## src/rtl/oam_dma.sv

```systemverilog
// GameBoy OAM DMA sequencer: copies DMA_LEN bytes from (src<<8) into OAM, one byte
// per M-cycle, arbitrating the low system bus between the CPU and the DMA engine.
module oam_dma #(
    parameter int unsigned DMA_LEN  = 160,
    parameter logic [15:0] REG_ADDR = 16'hFF46
) (
    input  logic        clk,
    input  logic        reset,
    input  logic        m_cycle,
    input  logic [15:0] cpu_addr,
    input  logic        cpu_enable,
    input  logic        cpu_write,
    input  logic [7:0]  cpu_data_out,
    output logic [7:0]  cpu_low_data,
    output logic [7:0]  reg_data,
    output logic [15:0] bus_addr,
    output logic        bus_enable,
    output logic        bus_write,
    output logic [7:0]  bus_data_out,
    input  logic [7:0]  bus_data_in,
    output logic [7:0]  oam_addr,
    output logic        oam_write,
    output logic [7:0]  oam_data,
    output logic        dma_active
);

    typedef enum logic [1:0] {
        IDLE,
        STARTING,
        ACTIVE
    } state_t;

    state_t      state, state_next;
    logic [7:0]  src, src_next;
    logic [7:0]  idx, idx_next;
    logic        owned, owned_next;
    logic        reg_hit;
    logic [7:0]  eff;

    assign reg_hit = cpu_enable & cpu_write & (cpu_addr == REG_ADDR);
    // Sources in the echo region (E0..FF) read the WRAM they mirror.
    assign eff     = (src >= 8'hE0) ? src - 8'h20 : src;

    always_ff @(posedge clk or posedge reset) begin
        if (reset) begin
            state <= IDLE;
            src   <= '0;
            idx   <= '0;
            owned <= 1'b0;
        end else begin
            state <= state_next;
            src   <= src_next;
            idx   <= idx_next;
            owned <= owned_next;
        end
    end

    always_comb begin
        state_next = state;
        src_next   = src;
        idx_next   = idx;
        owned_next = owned;
        if (m_cycle) begin
            if (reg_hit) begin
                // A restart out of ACTIVE keeps the bus so the CPU never sees a gap.
                src_next   = cpu_data_out;
                idx_next   = '0;
                state_next = STARTING;
                owned_next = (state == ACTIVE) || owned;
            end else begin
                case (state)
                    STARTING: begin
                        state_next = ACTIVE;
                        owned_next = 1'b1;
                    end
                    ACTIVE: begin
                        idx_next = idx + 8'd1;
                        if (idx == 8'(DMA_LEN - 1)) begin
                            state_next = IDLE;
                            owned_next = 1'b0;
                        end
                    end
                    default: ;
                endcase
            end
        end
    end

    always_comb begin
        cpu_low_data = 8'hFF;
        bus_addr     = '0;
        bus_enable   = 1'b0;
        bus_write    = 1'b0;
        bus_data_out = '0;
        if (!reset) begin
            if (owned) begin
                bus_addr   = {eff, idx};
                bus_enable = (state == ACTIVE);
            end else begin
                cpu_low_data = bus_data_in;
                bus_addr     = cpu_addr;
                bus_enable   = cpu_enable & (cpu_addr < 16'hFF00);
                bus_write    = cpu_write;
                bus_data_out = cpu_data_out;
            end
        end
    end

    assign oam_write  = (state == ACTIVE) & m_cycle;
    assign oam_addr   = idx;
    assign oam_data   = (state == ACTIVE) ? bus_data_in : '0;
    assign reg_data   = src;
    assign dma_active = owned;

endmodule

```

## config.mk

```make
export PLATFORM = sky130hd
export DESIGN_NAME = oam_dma
export DESIGN_NICKNAME = d
export VERILOG_FILES = /design/src/rtl/oam_dma.sv
export SDC_FILE = /design/constraint.sdc
export NUM_CORES = 1
export LEC_CHECK = 0
export CAP_MARGIN = 40
export CORE_MARGIN = 4
export CORE_UTILIZATION = 32
export DETAILED_ROUTE_END_ITERATION = 7
export GPL_ROUTABILITY_DRIVEN = 0
export HOLD_SLACK_MARGIN = 0.02
export PLACE_DENSITY = 0.78
export SYNTH_ARGS = -nofsm -noshare
export SYNTH_HDL_FRONTEND = slang
export SYNTH_SLANG_ARGS = --single-unit
```

## constraint.sdc

```tcl
create_clock -name clk -period 1.3 [get_ports clk]
set_input_delay 0.195 -clock clk [delete_from_list [all_inputs] [get_ports clk]]
set_output_delay 0.195 -clock clk [all_outputs]
set_load 0.02 [all_outputs]
```

==> results.md, run 1 <==
Timing:
- Dividing the final minimum period by the clock period gives 129%.
- Setup violations remaining at the end of the flow were counted as 60.
- The worst setup skew after layout is about 5 ps.
- For the pin with the worst max-slew slack, the measured transition is around 250 ps.
- The remaining max-slew budget at the tightest pin is around 84%.
- The max-slew violation count is 0.
- Across all hold checks on the routed design, the worst slack comes to 336 ps.
- The minimum clock period is 1670 ps.
- The least setup slack across all paths after layout is -371 ps.
- Setup repair after global routing could not meet its margin everywhere.
- The peak clock frequency supported by timing is between 500 and 600 MHz.
- The final-report hold violation count was 0.

Power:
- The largest voltage drop on the vdd net is roughly 590 uV.
- The leakage power of the design is approximately 1.6 nW.
- In this run the power density over the cells is 460 mW/mm^2.

Critical path:
- The critical-path cell with the highest stage delay is dfrtp_2.
- Of all nets on the critical path, the largest fanout is 6.
- The type of destination of the critical path is an output pin.
- The startpoint identified for the worst register-to-register timing path is state[0].
- STA classifies the critical path startpoint as a flip-flop.
- The number of cells on the worst reg-to-reg path is 6.
- Data on the critical path is required at its endpoint by 1110 ps.
- Traced cell by cell, the critical path runs through buf_12 -> buf_12 -> mux2i_2 -> nor2_2 -> buf_4.
- The most critical setup path has its startpoint at dma_active.
- The largest single stage delay on the critical path is 490 ps.
- The critical path in this run is classified as reg -> out.
- The most used cell along the critical path is buf_12.
- The endpoint arrival time on the critical path is roughly 1500 ps.

Floorplanning:
- The die boundary width is 73.8 um.
- The initialized floorplan defines 23 standard-cell rows.
- The die outline area is 0.00544 mm^2.
- The initial core utilization is 33.9%.
- The I/O pin total is 97.
- The floorplan step defined a core boundary enclosing between 0.004 and 0.005 mm^2.
- Measured along the y axis, the die boundary spans 73.8 um.

Flow run:
- The max capacitance violation total is 0.

Finish:
- The share of layout cells above drive strength 1 is 69.1%.
- From synthesis to final layout, the design area changed by 132%.
- The finished layout holds about 360 standard cells, fillers aside.
- In the final design database the tool counted 354 nets.
- At the end of the flow the core is filled with cells to 78.7%.
- The number of inserted diodes is 0.

Global route:
- The first global-routing pass estimated 9.59 mm of wire.
- The number of antenna violations at the first check in global routing is 0.
- The largest net degree at the start of global routing is 20.
- Across every metal layer, demand over resource in global routing totals a little under a quarter.
- Summed over all layers, the global routing overflow is 0.
- The number of global-route vias before repair is between 1,500 and 2,000.

Drt:
- The via count is between 1,500 and 2,000.
- In this run the remaining antenna-violating nets after routing total 0.
- After detailed routing, the number of remaining DRC violations is 0.
- The number of iterations in the first detailed-routing pass is 4.
- The per-cell routed wire length is 17.5 um.
- The overall routed net length is 6.38 mm.
- The detailed router finished its first iteration with 78 violations.
- Dividing the detail-routed via count by the number of cells gives 5.12.

Logic synthesis:
- Ranked by total cell area, the synthesized netlist is headed by dfrtp_1 (34%), mux2i_1 (9.4%), and2_1 (7.7%).
- The sequential-to-total area share from yosys stat is 34.4%.
- The mean instance size in the synthesized netlist is 8.81 um^2.
- Synthesis produced 157 cells.
- dfrtp_1 takes more of the synthesized area than any other cell.
- The number of distinct library cells after synthesis is 36.
- In this run, synthesis produced a sequential element count of 19.
- The count of warnings emitted by yosys is 0.
- The share of flip-flops with an asynchronous set or reset is 100%.
- The synthesized net count is between 150 and 200.
- The number of enable-type register cells in the synthesized netlist is 0.
- The cell area that synthesis handed to floorplanning was 0.00138 mm^2.
- The most used flip-flop cell after synthesis is dfrtp_1.
- Summed over its instances, the top area cell type makes up 34.4% of the synthesized netlist area.

CTS:
- The TritonCTS clock tree is yes.
- The clock sink count is 19.
- CTS built an H-tree with a depth of 1.
- The clock passes through at most 2 buffers.
- At the later pin of the worst-skew pair, clock insertion delay measures 260 ps.
- Clock-pin slew was measured on the worst setup and hold paths at 80 ps.
- The root buffer cell is clkbuf_8.
- The number of CTS-inserted buffers is 3.

Min path:
- The kind of path behind the tightest hold check is in -> async.

Run status:
- The flow ran to the end, but the final reports show violations.
- The checks that failed: negative setup slack.

Place:
- The half-perimeter wire length after detailed placement is 4.22 mm.
- The setup slack after placement is -945 ps.
- The number of input and output port buffers inserted is 96.
- The number of placed cells counting well taps is 343.
## where the power goes
group	total (W)	switching, W	leakage (nW)	internal, W
Sequential	0.000591	0.000000158	0.256	0.000591
Combinational	0.000461	0.000214	1.28	0.000248
Clock	0.000428	0.000210	0.0228	0.000218
Total	0.00148	0.000424	1.56	0.00106
## metal layers
metal	part of all wire, %	wire, um	track usage, %
met1	37	2330	25.9
met2	54	3450	42.0
met3	7.1	453	4.65
met4	2.3	144	7.85
met5	0	0	0
## state kept, by name, summed over array words and instances (netlist names)
register and count:
oam_addr 8, state 2, reg_data 8, dma_active 1
## metrics by stage
step,setup TNS [ps],instance area (um^2),power (W)
after floorplan,-1090,1460,0.000764
after global placement,-33710,2810,0.00105
after detailed placement,-35180,2810,0.00106
after CTS,-11090,3110,0.00146
after global routing,-15820,3210,0.00153
final,-12750,3210,0.00148
## critical path, delay by kind of cell (launching register included)
family / cells / cell delay, ps
buffers and inverters: 3 / 430
DFF: 1 / 490
muxes: 1 / 230
and+or+nand+nor: 1 / 60
## logic make-up after synthesis
family / count (synthesis) / synth area share, %
AO/OA/AOI/OAI: 9 / 3.62
multiplexers: 21 / 16.2
AND/OR/NAND/NOR: 85 / 34.4
flip-flops: 19 / 34.4
adder cells (fa/ha/maj): 2 / 1.81
buffers and inverters: 14 / 5.15
XOR/XNOR: 7 / 4.43
## cells in the mapped netlist (2+ instances only)
library cell / instances
nor2_1: 22
dfrtp_1: 19
and2_1: 17
mux2i_1: 13
nand2_1: 9
or3_1: 8
inv_1: 7
mux2_2: 7
a21oi_1: 6
nand3_1: 6
xnor2_1: 6
nand4_1: 5
and3_1: 3
buf_1: 3
nand2b_1: 3
clkbuf_1: 2
ha_1: 2
## path summary, 6_finish.rpt
check	slack (ps)	to
min reg2reg	620	reg_data[0]
max reg2reg	-210	oam_addr[4]
max	-370	bus_addr[0]
min	340	reg_data[4]
max in group asynchronous	810	oam_addr[0]
min in group clk	570	reg_data[3]
## cell type report
| cell class | count | area (um^2) |
|---|---|---|
| clock buffers | 4 | 45.0 |
| fillers | 257 | 872 |
| flip-flops and latches | 19 | 483 |
| well taps | 50 | 62.6 |
| inverters | 7 | 26.3 |
| repair buffers | 160 | 1430 |
| multi-input cells | 124 | 1160 |
## cell usage in the layout (no fill, tap or decap), drive strengths merged, types with 2 or more instances in the layout
master         Yosys  routed
dlygate4sd2        0       3
ha                 2       2
nor4b              2       2
and3               3       3
and2              17      17
nand3              6       6
nand2b             3       3
nor2              22      22
clkbuf             2      16
clkdlybuf4s15      0       5
nand2              9       9
mux2i             13      13
clkdlybuf4s50      0      17
or3                8       8
inv                7       7
nand4              5       5
xnor2              6       6
buf                5     123
mux2               8       8
dfrtp             19      19
a21oi              6       6
## what timing repair did
item,in CTS,in global routing
pin swaps,28,22
cloned,1,1
hold buffers,0,0
resized for setup,371,66
setup endpoints to repair,79,73
setup buffers,13,4
Note: power is estimated with default switching activity, not from simulation.
==> run 2, diff against run 1 <==
- GPL_TIMING_DRIVEN: not set -> 0
==> run 2 against run 1 <==
  * The run still ends with negative setup slack left
  * Die area is the same
  * Utilization is essentially flat
  * Via count shrank 3.1%
  * Worst hold slack gained 150 ps
==> results.md, run 2 (synthesis results as in run 1) <==
Run status:
- The run finished, with violations left.
- The final reports fail on negative setup slack.

Finish:
- With fillers left out, the area of the finished cells amounts to 0.00322 mm^2.
- For this run, the share of the core covered by cells in the final layout is 78.7%.
- Leaving out fill and tap cells, the most frequent cell in the layout is buf_6.
- The area overhead of the layout relative to synthesis is 132%.
- The final-stage net count is 330.
- In the final layout, flip-flops and latches occupy 489 um^2.
- The number of inserted diodes is 0.
- The number of fill cells in the layout is 258.
- In the final layout, the multi-input gates occupy between 0.001 and 0.0015 mm^2.
- Of the cells placed in the final design, the portion with a size suffix greater than 1 is about two thirds.
- In the layout the commonest cells are buf_6 (49), dlygate4sd2_1 (21), buf_4 (19), and2_4 (17), clkdlybuf4s50_1 (16).

Drt:
- In the final routed layout, each cell accounts on average for 19.6 um.
- The remaining number of nets flagged by the antenna check after routing is 0.
- The number of iterations in the first detailed-routing pass is 4.
- For this run, design rule violations remaining after detail routing come to 0.
- In this run, the number of DRC markers left after iteration 0 of detailed routing was 73.
- The via-per-instance ratio is 5.31.
- The overall routed net length is 6.66 mm.
- The routed layout has approximately 1,800 vias.

CTS:
- The clock-pin transition on the worst setup and hold timing paths is 70 ps.
- TritonCTS built the clock tree.
- At the later pin of the worst-skew pair, clock insertion delay measures 260 ps.
- CTS built an H-tree with a depth of 1.
- Clock tree synthesis inserted a total of 3 buffers.
- The maximum count of clock buffers along a single path is 2.
- CTS saw 19 sinks.
- In this run the clock root is driven by a clkbuf_8.

Floorplanning:
- 97 I/O pins were placed.
- The die covers 0.00544 mm^2.
- In this run the horizontal extent of the chip is 73.8 um.
- The number of standard-cell rows in the floorplan is 23.
- The standard cell core area is 0.00409 mm^2.
- The vertical extent of the die is around 74 um.
- For this configuration, the core starts out at a cell density of 33.9%.

Timing:
- The minimum clock period is about 1700 ps.
- The max-slew violation count was 0.
- Across all setup checks in the final design, the least slack found is -384 ps.
- For the pin with the worst max-slew slack, the measured transition is approximately 430 ps.
- Setup repair after global routing could not meet its margin everywhere.
- Headroom to the max-slew limit came out at 71.0%.
- On the final layout, the worst clock skew is ~2 ps.
- The final-report hold violation count is 0.
- The final count of negative-setup-slack endpoints is 56.
- The peak clock frequency supported by timing is between 500 and 600 MHz.
- After layout, the worst path uses 130% of the clock period.

Critical path:
- In this run the worst path has a maximum fanout of 2.
- The setup path with the least slack is of type reg -> out.
- The worst setup path is captured at an output pin.
- STA puts the critical path data arrival time at 1490 ps.
- The data required time of the critical path is 1110 ps.
- The startpoint class of the critical path is a flip-flop.

Place:
- The number of input and output port buffers inserted is 96.
- The wire-length estimate of the detail-placed layout is 3.63 mm.
- Summing all placed instances gives a cell area of 0.00248 mm^2.

Min path:
- In this run the worst hold path is classified as in -> reg.

Power:
- IR analysis of the VDD net gives a maximum drop of about 390 uV.
- In this run the static leakage power is 1.49 nW.
- In this run the power density over the cells is 459 mW/mm^2.

Global route:
- The number of antenna violations at the first check in global routing came to 0.
- The number of global-route vias before repair is 1,718.
- The residual overflow from global routing is 0.
- The first global-routing pass estimated approximately 8.4 mm of wire.
- The largest net degree at the start of global routing is 20.
- The total routing usage reported by global routing is 19.8%.

Flow run:
- The max capacitance violation total is 0.
-- run 2: cell count changes in the layout (fill, tap and decap cells not counted), sizes merged --
cell / before / now
buf: 123 / 86
dlygate4sd2: 3 / 21
clkbuf: 16 / 9
clkdlybuf4s15: 5 / 4
clkdlybuf4s18: 0 / 1
clkdlybuf4s50: 17 / 16
clkinv: 0 / 1
clkinvlp: 0 / 1
inv: 7 / 6
nor2: 22 / 23
nor2b: 1 / 2
-- run 2: critical path: stages (launching register included) --
cell and delay, ps:
dfrtp_2 430, inv_4 70, ha_4 200, a31oi_4 150, nand2_2 70, a21oi_2 160, buf_6 140
-- run 2: path summary, 6_finish.rpt --
| check | start | endpoint | slack (ps) | depth (start not counted) |
|---|---|---|---|---|
| max in group asynchronous | reset | oam_addr[5] | 370 | 4 |
| min reg2reg | reg_data[2] | reg_data[2] | 540 | 1 |
| max reg2reg | state[0] | oam_addr[5] | -230 | 7 |
| min in group asynchronous | reset | reg_data[3] | 640 | 4 |
| max | reg_data[6] | bus_addr[14] | -380 | 6 |
| min | m_cycle | state[0] | 490 | 3 |
-- run 2: per-layer routing --
| metal | vias up | wire (um) | track usage (%) |
|---|---|---|---|
| met5 | - | 0 | 0 |
| met4 | 0 | 110 | 6.04 |
| met3 | 10 | 376 | 2.46 |
| met2 | 72 | 3650 | 35.4 |
| met1 | 900 | 2530 | 24.6 |
| li1 | 825 | - | - |
-- run 2: where the power goes --
group | internal (W) | leakage, nW | switching, W | total, W
sequential | 0.000591 | 0.247 | 0.000000252 | 0.000591
combinational | 0.000246 | 1.21 | 0.000219 | 0.000465
clock | 0.000213 | 0.0255 | 0.000206 | 0.000419
-- run 2: repair_timing --
action,in CTS,in global routing
gates resized for setup,335,97
gates cloned,2,1
endpoints found under the setup margin,96,81
buffers inserted,19,13
hold buffers,0,0
pin swaps,22,40
-- run 2: final cells by class --
cell class                 count  share of cell area [%]
timing repair buffer         128                    38.9
multi-input combinational    126                    38.8
sequential                    19                    15.2
buffer                         6                    2.68
tap                           50                    1.95
clock buffer                   3                    1.28
inverter                       7                    1.01
clock inverter                 1                   0.156
-- run 2: metrics by stage --
stage	instances	hold slack (ps)	setup TNS (ps)	worst slack (ps)	total power [W]
finish	340	489	-13220	-384	0.00148
global route	340	536	-15810	-437	0.00153
CTS	327	452	-10780	-356	0.00142
detailed placement	303	529	-60930	-1320	0.00101
global placement	303	519	-59430	-1310	0.00101
floorplan	157	343	-1090	-194	0.000764
==> run 3, diff against run 2 <==
- CORE_UTILIZATION: 32 -> 56
- DONT_BUFFER_PORTS: not set -> 1
- GPL_ROUTABILITY_DRIVEN: 0 -> 1
- PLACE_DENSITY: 0.78 -> 0.82
==> run 3 against run 2 <==
  * The flow still finishes with violations (negative setup slack)
  * Clock skew is 6.3 ps higher
  * Clock power down 24%
  * Via count shrank 16%
  * Power fell by 21%
  * Design area shrank 33%
  * Largest power group unchanged
==> results.md, run 3 (synthesis results as in run 1) <==
Timing:
- The peak clock frequency supported by timing is 529 MHz.
- Across all setup checks in the final design, the least slack found is -591 ps.
- The smallest clock period supported by the final layout is computed as 1890 ps.
- Headroom to the max-slew limit came out at 62.0%.
- The max-slew violation count came to 0.
- Setup repair after global routing could not meet its margin everywhere.
- For the pin with the worst max-slew slack, the measured transition is 570 ps.
- The worst path uses 145% of the clock period.
- The worst setup skew after layout is 8.26 ps.
- Summed over all failing endpoints, the final setup total negative slack is -15,890 ps.
- Setup violations remaining at the end of the flow were counted as 54.
- The final-report hold violation count came to 0.

Drt:
- Once detail routing completed, the nets flagged for antenna violations numbered 0.
- In the routed design, unresolved DRC markers number 0.
- The detailed router finished its first iteration with 172 violations.
- The number of iterations in the first detailed-routing pass is 4.
- In the final routed layout, each cell accounts on average for 30.2 um.
- The routed design has 6.29 mm of wire.
- The via-per-instance ratio is about 7.3.
- For this block, the via count after detailed routing is 1,523.

Floorplanning:
- From left edge to right edge, the die measures 57.7 um.
- For this configuration, the core starts out at a cell density of 60.8%.
- The vertical extent of the die is 57.7 um.
- The die outline area is 0.00333 mm^2.
- The I/O pin total is 97.
- The region available for standard cell placement spans 0.00228 mm^2.
- Row generation in the floorplan step produced 17 rows.

CTS:
- The longest clock path from root to sink contains 2 buffers.
- Buffers inserted during clock tree synthesis total 3.
- The TritonCTS clock tree is yes.
- After clock tree synthesis, the clock-pin slew on the worst setup and hold paths is 120 ps.
- The tree built by TritonCTS fans out to 19 sinks.
- The later-pin clock latency in the skew report is a little over 300 ps.
- The number of buffers inserted for hold repair after clock tree synthesis is 0.
- In this run the number of H-tree levels came out at 1.
- The tree is rooted in a clkbuf_4.

Place:
- During placement, the flow inserted port buffers numbering 0.
- The number of placed cells counting well taps is around 190.
- The HPWL after detailed placement is 2.98 mm.
- Routability-driven placement finished with a final weighted congestion of 0.869.

Flow run:
- The max capacitance violation total is 0.

Global route:
- The number of antenna violations at the first check in global routing is 0.
- The residual overflow from global routing is 0.
- The total routing usage reported by global routing is 28.1%.
- The first global-routing pass estimated 7.28 mm of wire.
- The number of global-route vias before repair is 1,346.
- The largest net degree at the start of global routing is 20.

Finish:
- The repair_antennas step left the layout with diodes totalling 0.
- Cells fill 95.2% of the core in the end.
- Leaving out fill and tap cells, the most frequent cell in the layout is and2_4.
- In the final layout, the share of cells above drive strength 1 is 73.3%.
- The area overhead of the layout relative to synthesis is 56.5%.
- The final-stage net count is between 200 and 250.
- In the layout the commonest cells are and2_4 (17), nor2_4 (14), mux2i_2 (12), dfrtp_2 (10), buf_4 (10).
- Leaving out filler cells and counting taps, the final layout contains 208.

Critical path:
- The highest fanout seen on the critical path is 6.
- The endpoint arrival time on the critical path is 1700 ps.
- The data required time of the critical path is 1110 ps.
- The worst setup path is captured at an output pin.
- The startpoint class of the critical path is a flip-flop.
- The worst setup path is of the reg -> out kind.

Run status:
- The checks that failed: negative setup slack.
- The run finished, with violations left.

Power:
- The analysis attributes to cell leakage a power of 0.872 nW.
- Dividing total power by cell area gives a power density of 539 mW/mm^2.
- Across the VDD grid, the largest voltage drop is about 700 uV.

Min path:
- The kind of path behind the tightest hold check is in -> reg.
[run 3: metrics by stage]
step	hold WS [ps]	area, um^2	power (W)	setup slack [ps]
2_1_floorplan	343	1460	0.000764	-194
3_3_place_gp	345	1500	0.000780	-331
3_5_place_dp	346	1500	0.000781	-333
4_1_cts	34.6	1860	0.00111	-477
5_1_grt	9.90	2170	0.00120	-638
6_report	24.4	2170	0.00117	-591
[run 3: layer usage]
metal / track usage [%] / up-vias / wire (um)
met4: 8.94 / 0 / 214
met3: 8.02 / 25 / 817
met1: 34.4 / 737 / 2220
met5: 0 / - / 0
met2: 47.7 / 167 / 3040
li1: - / 594 / -
[run 3: final timing paths]
path,slack [ps],start,depth (start not counted),endpoint
setup reg to reg,-290,state[1],6,oam_addr[5]
hold / removal,20,cpu_data_out[5],1,reg_data[5]
setup / recovery,-590,reg_data[5],5,bus_addr[14]
min in group asynchronous,680,reset,3,reg_data[7]
hold reg to reg,710,state[1],2,state[1]
max in group asynchronous,320,reset,3,dma_active
[run 3: critical path, cell delays in order (launching register included)]
cell	delay, ps
dfrtp_2	530
inv_2	90
ha_4	220
a31oi_4	190
nand2_2	110
a21oi_4	230
[run 3: where the power goes]
group          internal (W)  switching [W]
clock network      0.000115       0.000204
registers          0.000591    0.000000442
logic             0.0000924       0.000164
total              0.000798       0.000369
[run 3: final cells by class]
cell class,instances,area (um^2)
buffer,7,81.3
clock buffer,3,22.5
clock inverter,1,5.00
fill,59,110
inverter,7,35.0
multi-input combinational,126,1300
sequential,19,492
tap,28,35.0
timing repair buffer,17,196
[run 3: what timing repair did]
item / CTS / global route
gates cloned: 4 / 1
setup endpoints to repair: 51 / 61
buffers inserted: 4 / 10
endpoints found under the hold margin: 0 / 0
gates resized for setup: 80 / 51
pin swaps: 34 / 38
